## config.mk

```make
export PLATFORM = sky130hd
export DESIGN_NAME = fault_injection_top
export DESIGN_NICKNAME = d
export VERILOG_FILES = /design/src/rtl/fault_injection_pkg.sv /design/src/rtl/fault_injection_top_uart_rx.sv /design/src/rtl/fault_injection_top.sv
export SDC_FILE = /design/constraint.sdc
export NUM_CORES = 1
export LEC_CHECK = 0
export ABC_CLOCK_PERIOD_IN_PS = 2400
export BUFFER_PORTS_ARGS = -buffer_cell sky130_fd_sc_hd__buf_4
export CAP_MARGIN = 40
export CORE_MARGIN = 1
export CORE_UTILIZATION = 30
export CTS_CLUSTER_DIAMETER = 80
export CTS_CLUSTER_SIZE = 40
export DETAILED_ROUTE_END_ITERATION = 8
export GPL_TIMING_DRIVEN = 0
export SLEW_MARGIN = 5
export SYNTH_ARGS = -nofsm -noshare
export SYNTH_HDL_FRONTEND = slang
export SYNTH_HIERARCHICAL = 1
export SYNTH_SLANG_ARGS = --single-unit
```

## constraint.sdc

```tcl
create_clock -name clk -period 2.4 [get_ports clk]
set_input_delay 0.12 -clock clk [delete_from_list [all_inputs] [get_ports clk]]
set_output_delay 0.12 -clock clk [all_outputs]
set_load 0.03 [all_outputs]
```

## src/rtl/fault_injection_pkg.sv

```systemverilog
// fault_injection_pkg: command codes and state encodings shared by the fault injector
package fault_injection_pkg;
  localparam logic [7:0] CMD_OFFSET = 8'hA0;
  localparam logic [7:0] CMD_WIDTH  = 8'hA1;
  localparam logic [7:0] CMD_REPEAT = 8'hA2;
  localparam logic [7:0] CMD_ARM    = 8'h01;
  localparam logic [7:0] CMD_DISARM = 8'h00;
  typedef enum logic {CMD_IDLE, CMD_ARG} cmd_state_t;
  typedef enum logic [1:0] {G_IDLE, G_DELAY, G_HIGH, G_LOW} glitch_state_t;
  typedef enum logic [1:0] {TGT_OFFSET, TGT_WIDTH, TGT_REPEAT} target_t;
  typedef enum logic [1:0] {RX_IDLE, RX_START, RX_DATA, RX_STOP} rx_state_t;
endpackage

```

## src/rtl/fault_injection_top_uart_rx.sv

```systemverilog
// uart_rx: 8N1 receiver on an already-synchronized line, mid-bit sampling
module uart_rx
  import fault_injection_pkg::*;
#(
  parameter int CLKS_PER_BIT = 868
) (
  input  logic       clk,
  input  logic       rst_n,
  input  logic       rx,
  output logic [7:0] rx_data,
  output logic       rx_valid
);
  localparam int CW = $clog2(CLKS_PER_BIT + 1);
  localparam logic [CW-1:0] HALF = CW'(CLKS_PER_BIT / 2 - 1);
  localparam logic [CW-1:0] FULL = CW'(CLKS_PER_BIT - 1);
  rx_state_t     state;
  logic [CW-1:0] cnt;
  logic [2:0]    bit_idx;
  logic          rx_prev;
  always_ff @(posedge clk or negedge rst_n) begin
    if (!rst_n) begin
      state    <= RX_IDLE;
      cnt      <= '0;
      bit_idx  <= '0;
      rx_prev  <= 1'b1;
      rx_data  <= '0;
      rx_valid <= 1'b0;
    end else begin
      rx_valid <= 1'b0;
      rx_prev  <= rx;
      case (state)
        RX_IDLE: begin
          cnt <= '0;
          if (rx_prev && !rx) state <= RX_START;
        end
        RX_START: begin
          cnt <= (cnt == HALF) ? '0 : cnt + 1'b1;
          bit_idx <= '0;
          if (cnt == HALF) state <= rx ? RX_IDLE : RX_DATA;
        end
        RX_DATA: begin
          cnt <= (cnt == FULL) ? '0 : cnt + 1'b1;
          if (cnt == FULL) begin
            rx_data <= {rx, rx_data[7:1]};
            bit_idx <= bit_idx + 1'b1;
            if (bit_idx == 3'd7) state <= RX_STOP;
          end
        end
        default: begin
          cnt <= (cnt == FULL) ? '0 : cnt + 1'b1;
          if (cnt == FULL) begin
            rx_valid <= rx;
            state    <= RX_IDLE;
          end
        end
      endcase
    end
  end
endmodule

```

## src/rtl/fault_injection_top.sv

```systemverilog
// fault_injection_top: UART-configured, trigger-launched glitch pulse generator
module fault_injection_top
  import fault_injection_pkg::*;
#(
  parameter int CLK_FREQ_HZ = 100_000_000,
  parameter int BAUD        = 115_200
) (
  input  logic clk,
  input  logic rst_n,
  input  logic uart_rx_pin,
  input  logic trigger_in,
  output logic fault_out
);
  localparam int CLKS_PER_BIT = CLK_FREQ_HZ / BAUD;
  logic [1:0]    rx_sync, trig_sync;
  logic          trig_prev, trig_rise;
  logic [7:0]    rx_data;
  logic          rx_valid;
  cmd_state_t    cmd_state;
  target_t       target;
  logic [7:0]    offset, width, repeats;
  logic          armed, idle_byte, abort, arm, start, is_cfg;
  glitch_state_t g_state;
  logic [7:0]    cnt, w_width, w_rep;
  always_ff @(posedge clk or negedge rst_n) begin
    if (!rst_n) begin
      rx_sync   <= 2'b11;
      trig_sync <= 2'b00;
      trig_prev <= 1'b0;
    end else begin
      rx_sync   <= {rx_sync[0], uart_rx_pin};
      trig_sync <= {trig_sync[0], trigger_in};
      trig_prev <= trig_sync[1];
    end
  end
  uart_rx #(.CLKS_PER_BIT(CLKS_PER_BIT)) u_rx (
    .clk      (clk),
    .rst_n    (rst_n),
    .rx       (rx_sync[1]),
    .rx_data  (rx_data),
    .rx_valid (rx_valid)
  );
  always_comb begin
    trig_rise = trig_sync[1] & ~trig_prev;
    idle_byte = rx_valid && cmd_state == CMD_IDLE;
    abort     = idle_byte && rx_data == CMD_DISARM;
    arm       = idle_byte && rx_data == CMD_ARM;
    is_cfg    = rx_data == CMD_OFFSET || rx_data == CMD_WIDTH || rx_data == CMD_REPEAT;
    start     = g_state == G_IDLE && armed && trig_rise && !abort;
  end
  always_ff @(posedge clk or negedge rst_n) begin
    if (!rst_n) begin
      cmd_state <= CMD_IDLE;
      target    <= TGT_OFFSET;
      offset    <= '0;
      width     <= '0;
      repeats   <= '0;
      armed     <= 1'b0;
    end else begin
      if (rx_valid && cmd_state == CMD_ARG) begin
        cmd_state <= CMD_IDLE;
        if (target == TGT_OFFSET) offset <= rx_data;
        if (target == TGT_WIDTH) width <= rx_data;
        if (target == TGT_REPEAT) repeats <= rx_data;
      end else if (idle_byte && is_cfg) begin
        cmd_state <= CMD_ARG;
        target    <= rx_data == CMD_OFFSET ? TGT_OFFSET : rx_data == CMD_WIDTH ? TGT_WIDTH : TGT_REPEAT;
      end
      armed <= abort ? 1'b0 : arm ? 1'b1 : start ? 1'b0 : armed;
    end
  end
  // Working copies keep register writes during a run from affecting it.
  always_ff @(posedge clk or negedge rst_n) begin
    if (!rst_n) begin
      g_state   <= G_IDLE;
      cnt       <= '0;
      w_width   <= '0;
      w_rep     <= '0;
      fault_out <= 1'b0;
    end else if (abort) begin
      g_state   <= G_IDLE;
      fault_out <= 1'b0;
    end else begin
      case (g_state)
        G_IDLE: if (start) begin
          cnt     <= offset;
          w_width <= width;
          w_rep   <= repeats;
          g_state <= G_DELAY;
        end
        G_DELAY: begin
          cnt <= (cnt == 8'd0) ? w_width - 8'd1 : cnt - 8'd1;
          if (cnt == 8'd0) begin
            g_state   <= (w_width == 8'd0 || w_rep == 8'd0) ? G_IDLE : G_HIGH;
            fault_out <= w_width != 8'd0 && w_rep != 8'd0;
          end
        end
        G_HIGH: begin
          cnt <= (cnt == 8'd0) ? w_width - 8'd1 : cnt - 8'd1;
          if (cnt == 8'd0) begin
            fault_out <= 1'b0;
            w_rep     <= w_rep - 8'd1;
            g_state   <= (w_rep == 8'd1) ? G_IDLE : G_LOW;
          end
        end
        default: begin
          cnt <= (cnt == 8'd0) ? w_width - 8'd1 : cnt - 8'd1;
          if (cnt == 8'd0) begin
            fault_out <= 1'b1;
            g_state   <= G_HIGH;
          end
        end
      endcase
    end
  end
endmodule

```

Word level (Yosys, flattened, before mapping)
Cells that the tools add are included.
- $add $sub $neg: 5
- multipliers: 0
- div/mod/pow operators: 0
- $lt $le $gt $ge: 0
- eq/ne operators: 24
- shift operators: 0
- mux-type cells: 40
- bitwise operators: 5
- reduce and logical (&&, ||, !) cells: 44
- operators by type and width (kind ; number):
    two-way mux 8 bit ; 5
    logical NOT 8 bit ; 4
    two-way mux 2 bit ; 15
    equality test 8 bit (second input constant) ; 3
    subtractor 8 x 1 -> 8 bit (second input constant) ; 3
    two-way mux 10 bit ; 2
    one-hot mux 10 bit (2 select lines) ; 1
    equality test 8 x 1 -> 1 bit (second input constant) ; 2
    one-hot mux 8 bit (2 select lines) ; 1
    AND reduction 2 bit ; 8
    nonzero test 8 bit ; 2
    one-hot mux 2 bit (3 select lines) ; 2
    two-way mux 1 bit ; 11
    adder 10 x 1 -> 10 bit (second input constant) ; 1
    equality test 10 bit (second input constant) ; 1
    equality test 10 x 9 -> 1 bit (second input constant) ; 1
    logical AND 1 bit ; 10
    inequality test 3 bit (second input constant) ; 3
    nonzero test 3 bit ; 3
    inequality test 2 x 1 -> 1 bit (second input constant) ; 4
    AND reduction 4 bit ; 2
    nonzero test 2 bit ; 4
    equality test 2 x 1 -> 1 bit (second input constant) ; 3
    equality test 2 bit (second input constant) ; 3
    14 further kinds ; 24
- bits in registers: 85
- bits in latches: 0
- bits in writable memories: 0
- ROM bits: 0
- bits of input ports: 4
- word-level logic and storage cells: 138
- memories: 0

Longest topological paths before layout
Gate-level depths: netlist of the first run.
- word-level depth: 8
- mapped depth: 10
- gate-level depth less buffers: 9

Modules after synthesis
Netlist of the first run, hierarchy kept.
- by module, submodules not included (module ; times used ; cells each ; area an instance (um^2)):
    fault_injection_top ; 1 ; 275 ; 2927.8
    uart_rx ; 1 ; 104 ; 1242.4

Least setup slack after synthesis of the first run
OpenSTA, ideal clock, no wires.
- path type: reg2reg
- start: register cnt[2] (netlist name)
- end: register cnt[4] (netlist name)
- setup time: 123 ps
- arrival time: 2227 ps
- required time: 2277 ps
- setup slack: 49 ps
- cell stages (with the launch flop): 11
- path through: dfrtp_1 > nor4_4 > and2_1 > clkbuf_1 > a21oi_1 > ha_1 > or3b_1 > or3_1 > a31oi_1 > o2bb2ai_1 > o21ai_1

==> run metrics, run 1 <==
status=finished, final reports clean; Seq/Total Area, Yosys=0.511; Post-Syn Area=4170 um2; R2R Path End=cnt[4]; DP Area=about 4400 um2; Die H=120 um; Max Clk Rate=429 MHz; RR Startpoint=cnt[1]; Synth area leader=dfrtp_1; CTS Root Cell=clkbuf_16; Worst-path clk slew=0.07 ns; path depth of the worst reg2reg path=9; DR vias/cell=just over 5; TritonCTS clock tree=built; top-count cell post-synth=dfrtp_1; Initial DRC Count=214; synth top area cells=dfrtp_1, mux2_2, a21oi_1; worst skew pair latency=0.34 ns; I/O pin count=5; largest net degree at the start of global routing=64; total number of vias=3,064; Worst Path Required=2.63 ns; Critical Path Fanout Max=7; initial antenna violation count=0; most frequent cells after synthesis=dfrtp_1, mux2_2, nand2_1; skew final=0.0122 ns; Synth-to-Final Area Change=17.7%; Leak Pwr=2.16 nW; part of the power in the clock network=0.443; Psw=0.771 mW; ys flop type=dfrtp_1; Remaining DRCs=0; fin crit share=0.972; Cell Rows=42; GPL Wtd Cong=0.825; first-pass GRT wire length=14.7 mm; Setup crit end kind=flip-flop; Warnings, synthesis=6; design area=4910 um2; Clock Path Buffers=2; FFs w/ async S/R, synth=1.00; Fill cells=1,328; WL final=8.78 mm; Hold Path Class=in -> async; final slew viol count=0; worst-margin pin slew=0.771 ns; CTS buffer count=9; Die X=between 100 and 150 um; Initial Util=0.311; Distinct cells, synth=58; syn_area_per_cell=~11 um2; Sum Neg Setup Slack=0 ns; startpoint types=flip-flop; min Tclk post-route=2.33 ns; share of power burned in registers=0.493; Comb power frac=0.064; Mapped Cells=around 380; max cap viols=0; final setup vio count=0; Wirelength per Cell=14.9 um; Hold Violations, Final=0; Int Power=2.42 mW; flops & latches, synth=85; number of synthesized flops with an enable pin=0; Remaining Overflow, GRT=0; Die Area=14,400 um2; Sw Share=0.242; peak supply drop=0.000300 V; clk sinks=85; Power Dens Cells=between 600 and 700 nW/um2; Worst Path Class, Setup=reg -> reg; antenna cells=0; post-route ant nets=0; Reg2Reg Setup Slack=~0.067 ns; ratio of cells with drive above 1 in the final layout=0.261; Net Count, Synth=390; HPWL Detailed=between 5 and 6 mm; port bufs=4; WP data arrival=2.56 ns; Yosys top cell area share=0.492; core area=13,400 um2; vias in the first global route=between 2,000 and 3,000; H-tree depth=3; relative slew slack=0.483; gr usage total=0.130; DR pass1 iterations=4; final net count=420
-- sequential cells by signal, indices dropped and copies added, names as in the netlist, 2 cells and up --
signal	cells
cnt	8
g_state	2
offset	8
repeats	8
rx_sync	2
target	2
trig_sync	2
u_rx/bit_idx	3
u_rx/cnt	10
u_rx/rx_data	8
u_rx/state	2
w_rep	8
w_width	8
width	8
-- power groups by stage --
stage,logic (mW),clock network [mW],registers (mW)
2_1_floorplan,0.136,0,1.58
3_3_place_gp,0.185,0,1.59
3_5_place_dp,0.205,0,1.60
4_1_cts,0.208,1.46,1.57
5_1_grt,0.233,1.52,1.59
6_report,0.203,1.41,1.57
-- worst max-delay path, cell delays in order, from the launching register on --
cell and delay, ns:
dfrtp_2 0.41, nor4_4 0.05, and2_2 0.26, a21oi_2 0.16, ha_2 0.19, or3b_4 0.41
or3_1 0.33, a31oi_2 0.19, o2bb2ai_1 0.14, o21ai_1 0.07
-- cells in the final DEF, fill, tap and decap left out, types with 6 or more instances in the layout --
| master | count |
|---|---|
| a21oi_1 | 21 |
| or3_1 | 10 |
| inv_1 | 13 |
| clkbuf_1 | 6 |
| dfrtp_1 | 75 |
| nor4_1 | 6 |
| dfrtp_2 | 7 |
| mux2_2 | 39 |
| a22oi_1 | 7 |
| nand2_1 | 24 |
| nor3_1 | 13 |
| nand2b_1 | 6 |
| nor2_1 | 16 |
| o21ai_1 | 8 |
| ha_1 | 6 |
| buf_4 | 17 |
| o21ai_0 | 22 |
| nand3_1 | 10 |
| clkbuf_16 | 9 |
-- per-stage QoR --
step / utilization / cells / power [mW] / setup slack [ns] / hold WS [ns]
2_1_floorplan: - / 379 / 1.71 / 0.0494 / -0.176
3_3_place_gp: 0.330 / 559 / 1.78 / -0.269 / 0.229
3_5_place_dp: 0.332 / 560 / 1.80 / -0.275 / 0.0392
4_1_cts: 0.361 / 584 / 3.24 / 0.0128 / 0.227
5_1_grt: 0.366 / 590 / 3.34 / -0.0463 / 0.255
6_report: 0.366 / 590 / 3.19 / 0.0669 / 0.228
-- cell type report --
cell class              instances  area (um2)  share of cell area
clock inverters                 6        68.8              0.0140
well taps                     176         220              0.0449
multi-input cells             266        1930               0.392
repair buffers                 20         178              0.0362
plain buffers                  14        90.1              0.0183
inverters                      13        48.8             0.00994
flip-flops and latches         85        2140               0.436
clock buffers                  10         239              0.0487
-- cell families (layout without fill, tap and decap cells) --
group | Yosys count | in the layout | synth area share
compound gates | 93 | 93 | 0.142
xor+xnor | 6 | 6 | 0.0126
fa+ha+maj | 7 | 7 | 0.0210
buf+inv | 28 | 63 | 0.0342
flops | 85 | 85 | 0.511
mux | 43 | 43 | 0.115
simple gates | 117 | 117 | 0.165
-- layer usage --
metal  wire length [um]  track usage  part of all wire  up-vias
met2               4080        0.192              0.46       69
met3                388       0.0437             0.044       12
met4                133       0.0375             0.015        0
met1               4180        0.179              0.48     1507
met5                  0            0                 0        -
li1                   -            -                 -     1476
-- worst max path at each step --
stage	cells after the start	startpoint	to	slack (ns)
final	9	cnt[1]	cnt[4]	0.07
after global routing	9	cnt[0]	cnt[4]	-0.05
after CTS	9	cnt[6]	cnt[4]	0.01
after detailed placement	10	cnt[2]	cnt[4]	-0.27
after global placement	10	cnt[4]	cnt[4]	-0.27
after floorplan	10	cnt[2]	cnt[4]	0.05
-- timing repair --
action | in CTS | in global routing
gates resized for setup | 9 | 5
hold buffers | 3 | 0
hold endpoints to repair | 24 | 0
pin swaps | 2 | 1
setup buffers | 6 | 6
endpoints found under the setup margin | 3 | 9
Power figures use the tool's default switching activity.
==> run 2: changes to the inputs <==
==> constraint.sdc (replaced) <==
create_clock -name clk -period 2.4 [get_ports clk]
set_input_delay 0.36 -clock clk [delete_from_list [all_inputs] [get_ports clk]]
set_output_delay 0.36 -clock clk [all_outputs]
set_load 0.03 [all_outputs]
==> run 2 against run 1 <==
Compared with the run above: non-clock buffer count shrank 2; global-route usage is the same; maximum frequency up 0.14%; die area is the same; clock skew barely moved; worst setup slack improved by 0.0033 ns; critical path depth did not move; critical path type unchanged.
==> run metrics, run 2 (synthesized netlist as in run 1, its figures left out) <==
status=finished, final reports clean; Top delay family on crit path=simple AND/OR/NAND/NOR gates; total number of vias=3,055; Sum Neg Setup Slack=0 ns; final setup vio count=0; vias in the first global route=2,869; placed cells=560; TritonCTS clock tree=built; Synth-to-Final Area Change=17.3%; met1 GRT Util=0.179; fin crit share=0.971; port bufs=4; WP data arrival=2.56 ns; Leak Pwr=2.15 nW; I/O pin count=5; Crit path largest cell delay=0.41 ns; Placement Setup Slack=-0.275 ns; worst skew pair latency=roughly 0.34 ns; first-pass GRT wire length=14.7 mm; Remaining DRCs=0; GPL Wtd Cong=0.825; H-tree depth=3; crit-path cells=nor4_4 -> and2_2 -> a21oi_2 -> ha_2 -> or3b_4 -> or3_1 -> a31oi_2 -> o2bb2ai_1 -> o21ai_1; skew final=0.0124 ns; final net count=between 400 and 500; CTS Root Cell=clkbuf_16; GRT busiest layer=met2; DR vias/cell=5.20; max cap viols=0; DP Area=4450 um2; Power Dens Cells=653 nW/um2; Setup crit end kind=flip-flop; WL final=8.79 mm; largest net degree at the start of global routing=64; Final WS setup=approximately 0.07 ns; peak supply drop=0.000300 V; DR pass1 iterations=4; Clock Path Buffers=2; Die X=120 um; non-filler cells, final=588; Wirelength per Cell=14.9 um; Slowest cell on crit path=dfrtp_2; worst-margin pin slew=0.768 ns; relative slew slack=0.485; final slew viol count=0; clk sinks=between 80 and 90; most common cell after layout, fill and taps aside=dfrtp_1; Worst-path clk slew=0.07 ns; initial antenna violation count=0; Critical Path Fanout Max=7; Cell Rows=42; Max Clk Rate=between 400 and 500 MHz; met3 Use GR=0.0437; min Tclk post-route=2.33 ns; most frequent cells in the layout=dfrtp_1, mux2_2, nand2_1; Die Area=14,400 um2; Initial DRC Count=roughly 210; number of flip-flops in the largest register=10; largest reg by FF count=u_rx/cnt; post-route ant nets=0; antenna cells=0; CTS buffer count=9; Worst Path Class, Setup=reg -> reg; Hold Path Class=in -> reg; core area=13,400 um2; HPWL Detailed=5.83 mm; tightest hold margin=approximately 0.13 ns; ratio of cells with drive above 1 in the final layout=0.262; Remaining Overflow, GRT=0; met2 usage=0.193; design area=4890 um2; Hold Violations, Final=0; gr usage total=0.130; startpoint types=flip-flop; Die H=~120 um; Worst Path Required=2.63 ns; WP buf/inv=0; Initial Util=0.311
==> run 2: routing by layer <==
metal / share of wire / vias to the layer above
met5: 0 / -
met4: 0.017 / 0
met3: 0.044 / 13
met2: 0.47 / 66
met1: 0.47 / 1507
li1: - / 1469
==> run 2: final timing paths <==
kind,start,endpoint,slack [ns],cells after the start
min in group asynchronous,rst_n,w_rep[0],0.47,2
hold reg to reg,rx_sync[0],rx_sync[1],0.36,0
setup reg to reg,cnt[1],cnt[4],0.07,9
hold / removal,trigger_in,trig_sync[0],0.13,1
max in group asynchronous,rst_n,cnt[0],1.31,3
setup / recovery,cnt[1],cnt[4],0.07,9
==> run 2: layout make-up <==
class | instances | area [um2]
Inverter | 13 | 48.8
Tap cell | 176 | 220
Sequential cell | 85 | 2140
Clock inverter | 6 | 68.8
Fill cell | 1330 | 8510
Clock buffer | 10 | 239
Timing Repair Buffer | 18 | 158
Buffer | 14 | 90.1
Multi-Input combinational cell | 266 | 1930
==> run 2: repair_timing <==
| action | 4_1_cts | 5_1_grt |
|---|---|---|
| hold buffers | 1 | 0 |
| pin swaps | 2 | 1 |
| endpoints found under the setup margin | 3 | 9 |
| gates resized for setup | 9 | 5 |
| setup buffers | 6 | 6 |
| endpoints found under the hold margin | 19 | 0 |
==> run 2: through the flow <==
step,util,total power [mW]
6_report,0.365,3.19
4_1_cts,0.360,3.23
2_1_floorplan,-,1.71
5_1_grt,0.365,3.34
3_5_place_dp,0.332,1.80
3_3_place_gp,0.330,1.78
==> run 2: power by group <==
group	leakage (nW)	internal, mW	switching, mW
Clock	0.149	0.841	0.576
Combinational	0.861	0.0825	0.118
Sequential	1.14	1.49	0.0794
==> run 3: changes to the inputs <==
BUFFER_PORTS_ARGS = -buffer_cell sky130_fd_sc_hd__buf_2   (was -buffer_cell sky130_fd_sc_hd__buf_4)
SKIP_LAST_GASP = 1   (was unset)
==> run 3 against run 2 <==
Compared with the run above: via count about the same; critical path depth unchanged; sequential share of layout area is 0.10 points lower; first-iteration DRC count increased by 10%; power rose by 1.4%; clock skew shrank 0.0042 ns; worst setup slack better by 0.063 ns; register-to-register slack improved by 0.06 ns; die area unchanged; sequential cell count unchanged.
==> run metrics, run 3 (synthesized netlist as in run 1, its figures left out) <==
initial antenna violation count=0; clk sinks=85; Reg area=~2100 um2; share of power burned in registers=0.487; Remaining DRCs=0; WL met3=439 um; Die Area=roughly 14,000 um2; HPWL Detailed=around 5.7 mm; path depth of the worst reg2reg path=9; Setup crit end kind=flip-flop; WP data arrival=2.50 ns; port bufs=4; vias in the first global route=2,906; peak supply drop=approximately 0.00032 V; Worst Path Required=between 2 and 3 ns; TritonCTS clock tree=built; final setup vio count=0; DR vias/cell=5.19; non-filler cells, final=589; tightest hold margin=0.117 ns; Pwr Total=3.24 mW; Remaining Overflow, GRT=0; Max Clk Rate=between 400 and 500 MHz; I/O pin count=5; Comb power frac=0.062; Clock Path Buffers=2; Critical Path Fanout Max=8; met2 WL=4.11 mm; ratio of cells with drive above 1 in the final layout=0.259; post-route ant nets=0; final net count=419; Wirelength per Cell=15.0 um; first-pass GRT wire length=14.7 mm; WL final=8.85 mm; DR pass1 iterations=4; Leak Pwr=2.16 nW; status=finished, final reports clean; part of the power in the clock network=0.452; DR top layer=met4; total number of vias=3,056; min Tclk post-route=2.27 ns; RSZ-0062 raised after global routing=false; Hold Violations, Final=0; largest reg by FF count=u_rx/cnt; metal1 wirelength=a little over 4 mm; Die X=120 um; Synth-to-Final Area Change=17.5%; Sw Share=0.236; final slew viol count=0; Initial Util=0.311; Reg2Reg Setup Slack=0.13 ns; gr usage total=0.131; Die H=~120 um; Worst-path clk slew=0.06 ns; Worst Hold Depth=1; placed cells=560; footprint of the multi-input gates=1920 um2; Fill cells=1,332; Int Power=2.47 mW; largest net degree at the start of global routing=55; CTS Root Cell=clkbuf_16; core area=13,400 um2; Initial DRC Count=229; GPL Wtd Cong=just over 0.8; startpoint types=flip-flop; max cap viols=0; worst-margin pin slew=0.761 ns; fin crit share=0.944; Psw=0.764 mW; most frequent cells in the layout=dfrtp_1, mux2_2, nand2_1; most common cell after layout, fill and taps aside=dfrtp_1; Hold Path Class=in -> reg; worst skew pair latency=0.34 ns; CTS buffer count=9; antenna cells=0; Worst Path Class, Setup=reg -> reg; number of flip-flops in the largest register=10; skew final=0.00814 ns; Cell Rows=42; relative slew slack=0.489; H-tree depth=3; Power Dens Cells=660 nW/um2
## run 3: changes by cell type in the layout (fill, tap and decap cells not counted), sizes merged
cell,before,now
clkbuf,16,18
inv,15,13
buf,25,26
## run 3: power groups by stage
stage | sequential (mW) | clock (mW) | combinational (mW)
finish | 1.57 | 1.46 | 0.199
global route | 1.58 | 1.57 | 0.231
CTS | 1.57 | 1.51 | 0.202
detailed placement | 1.60 | 0 | 0.201
global placement | 1.60 | 0 | 0.184
floorplan | 1.58 | 0 | 0.136
## run 3: what timing repair did
item / in CTS / in global routing
endpoints found under the hold margin: 31 / 0
buffers inserted: 6 / 7
endpoints found under the setup margin: 3 / 1
pin swaps: 3 / 1
resized for setup: 9 / 5
hold buffers: 1 / 0
## run 3: worst max-delay path: stages (launching register included)
cell and delay [ns]:
dfrtp_1 0.41, nor4_4 0.08, buf_4 0.18, a31oi_4 0.17
ha_2 0.21, or3b_4 0.39, or3_1 0.34, a31oi_1 0.17
o2bb2ai_1 0.13, o21ai_1 0.07
## run 3: path summary, 6_finish.rpt
check,endpoint,startpoint
worst min register to register,trig_sync[1],trig_sync[0]
worst max register to register,cnt[4],cnt[7]
max in group asynchronous,rx_sync[1],rst_n
worst max-delay path,cnt[4],cnt[7]
min in group asynchronous,w_rep[4],rst_n
worst min-delay path,rx_sync[0],uart_rx_pin
## run 3: area by class of cell
type	count	area share
clock buffers	12	0.0544
inverters	13	0.00996
flip-flops and latches	85	0.437
plain buffers	14	0.0184
repair buffers	19	0.0322
well taps	176	0.0449
clock inverters	4	0.0112
multi-input cells	266	0.392
## run 3: metrics by stage
stage,cell area [um2],setup WS (ns),utilization,setup TNS [ns]
2_1_floorplan,4170,0.0494,-,0
3_3_place_gp,4410,-0.260,0.329,-0.548
3_5_place_dp,4440,-0.229,0.331,-0.463
4_1_cts,4830,0.00560,0.361,0
5_1_grt,4900,0.0319,0.366,0
6_report,4900,0.134,0.366,0
## run 3: per-layer routing
| layer | GRT usage | vias up |
|---|---|---|
| met3 | 0.0475 | 16 |
| met1 | 0.173 | 1490 |
| met5 | 0 | - |
| met4 | 0.0523 | 0 |
| met2 | 0.193 | 80 |
| li1 | - | 1470 |
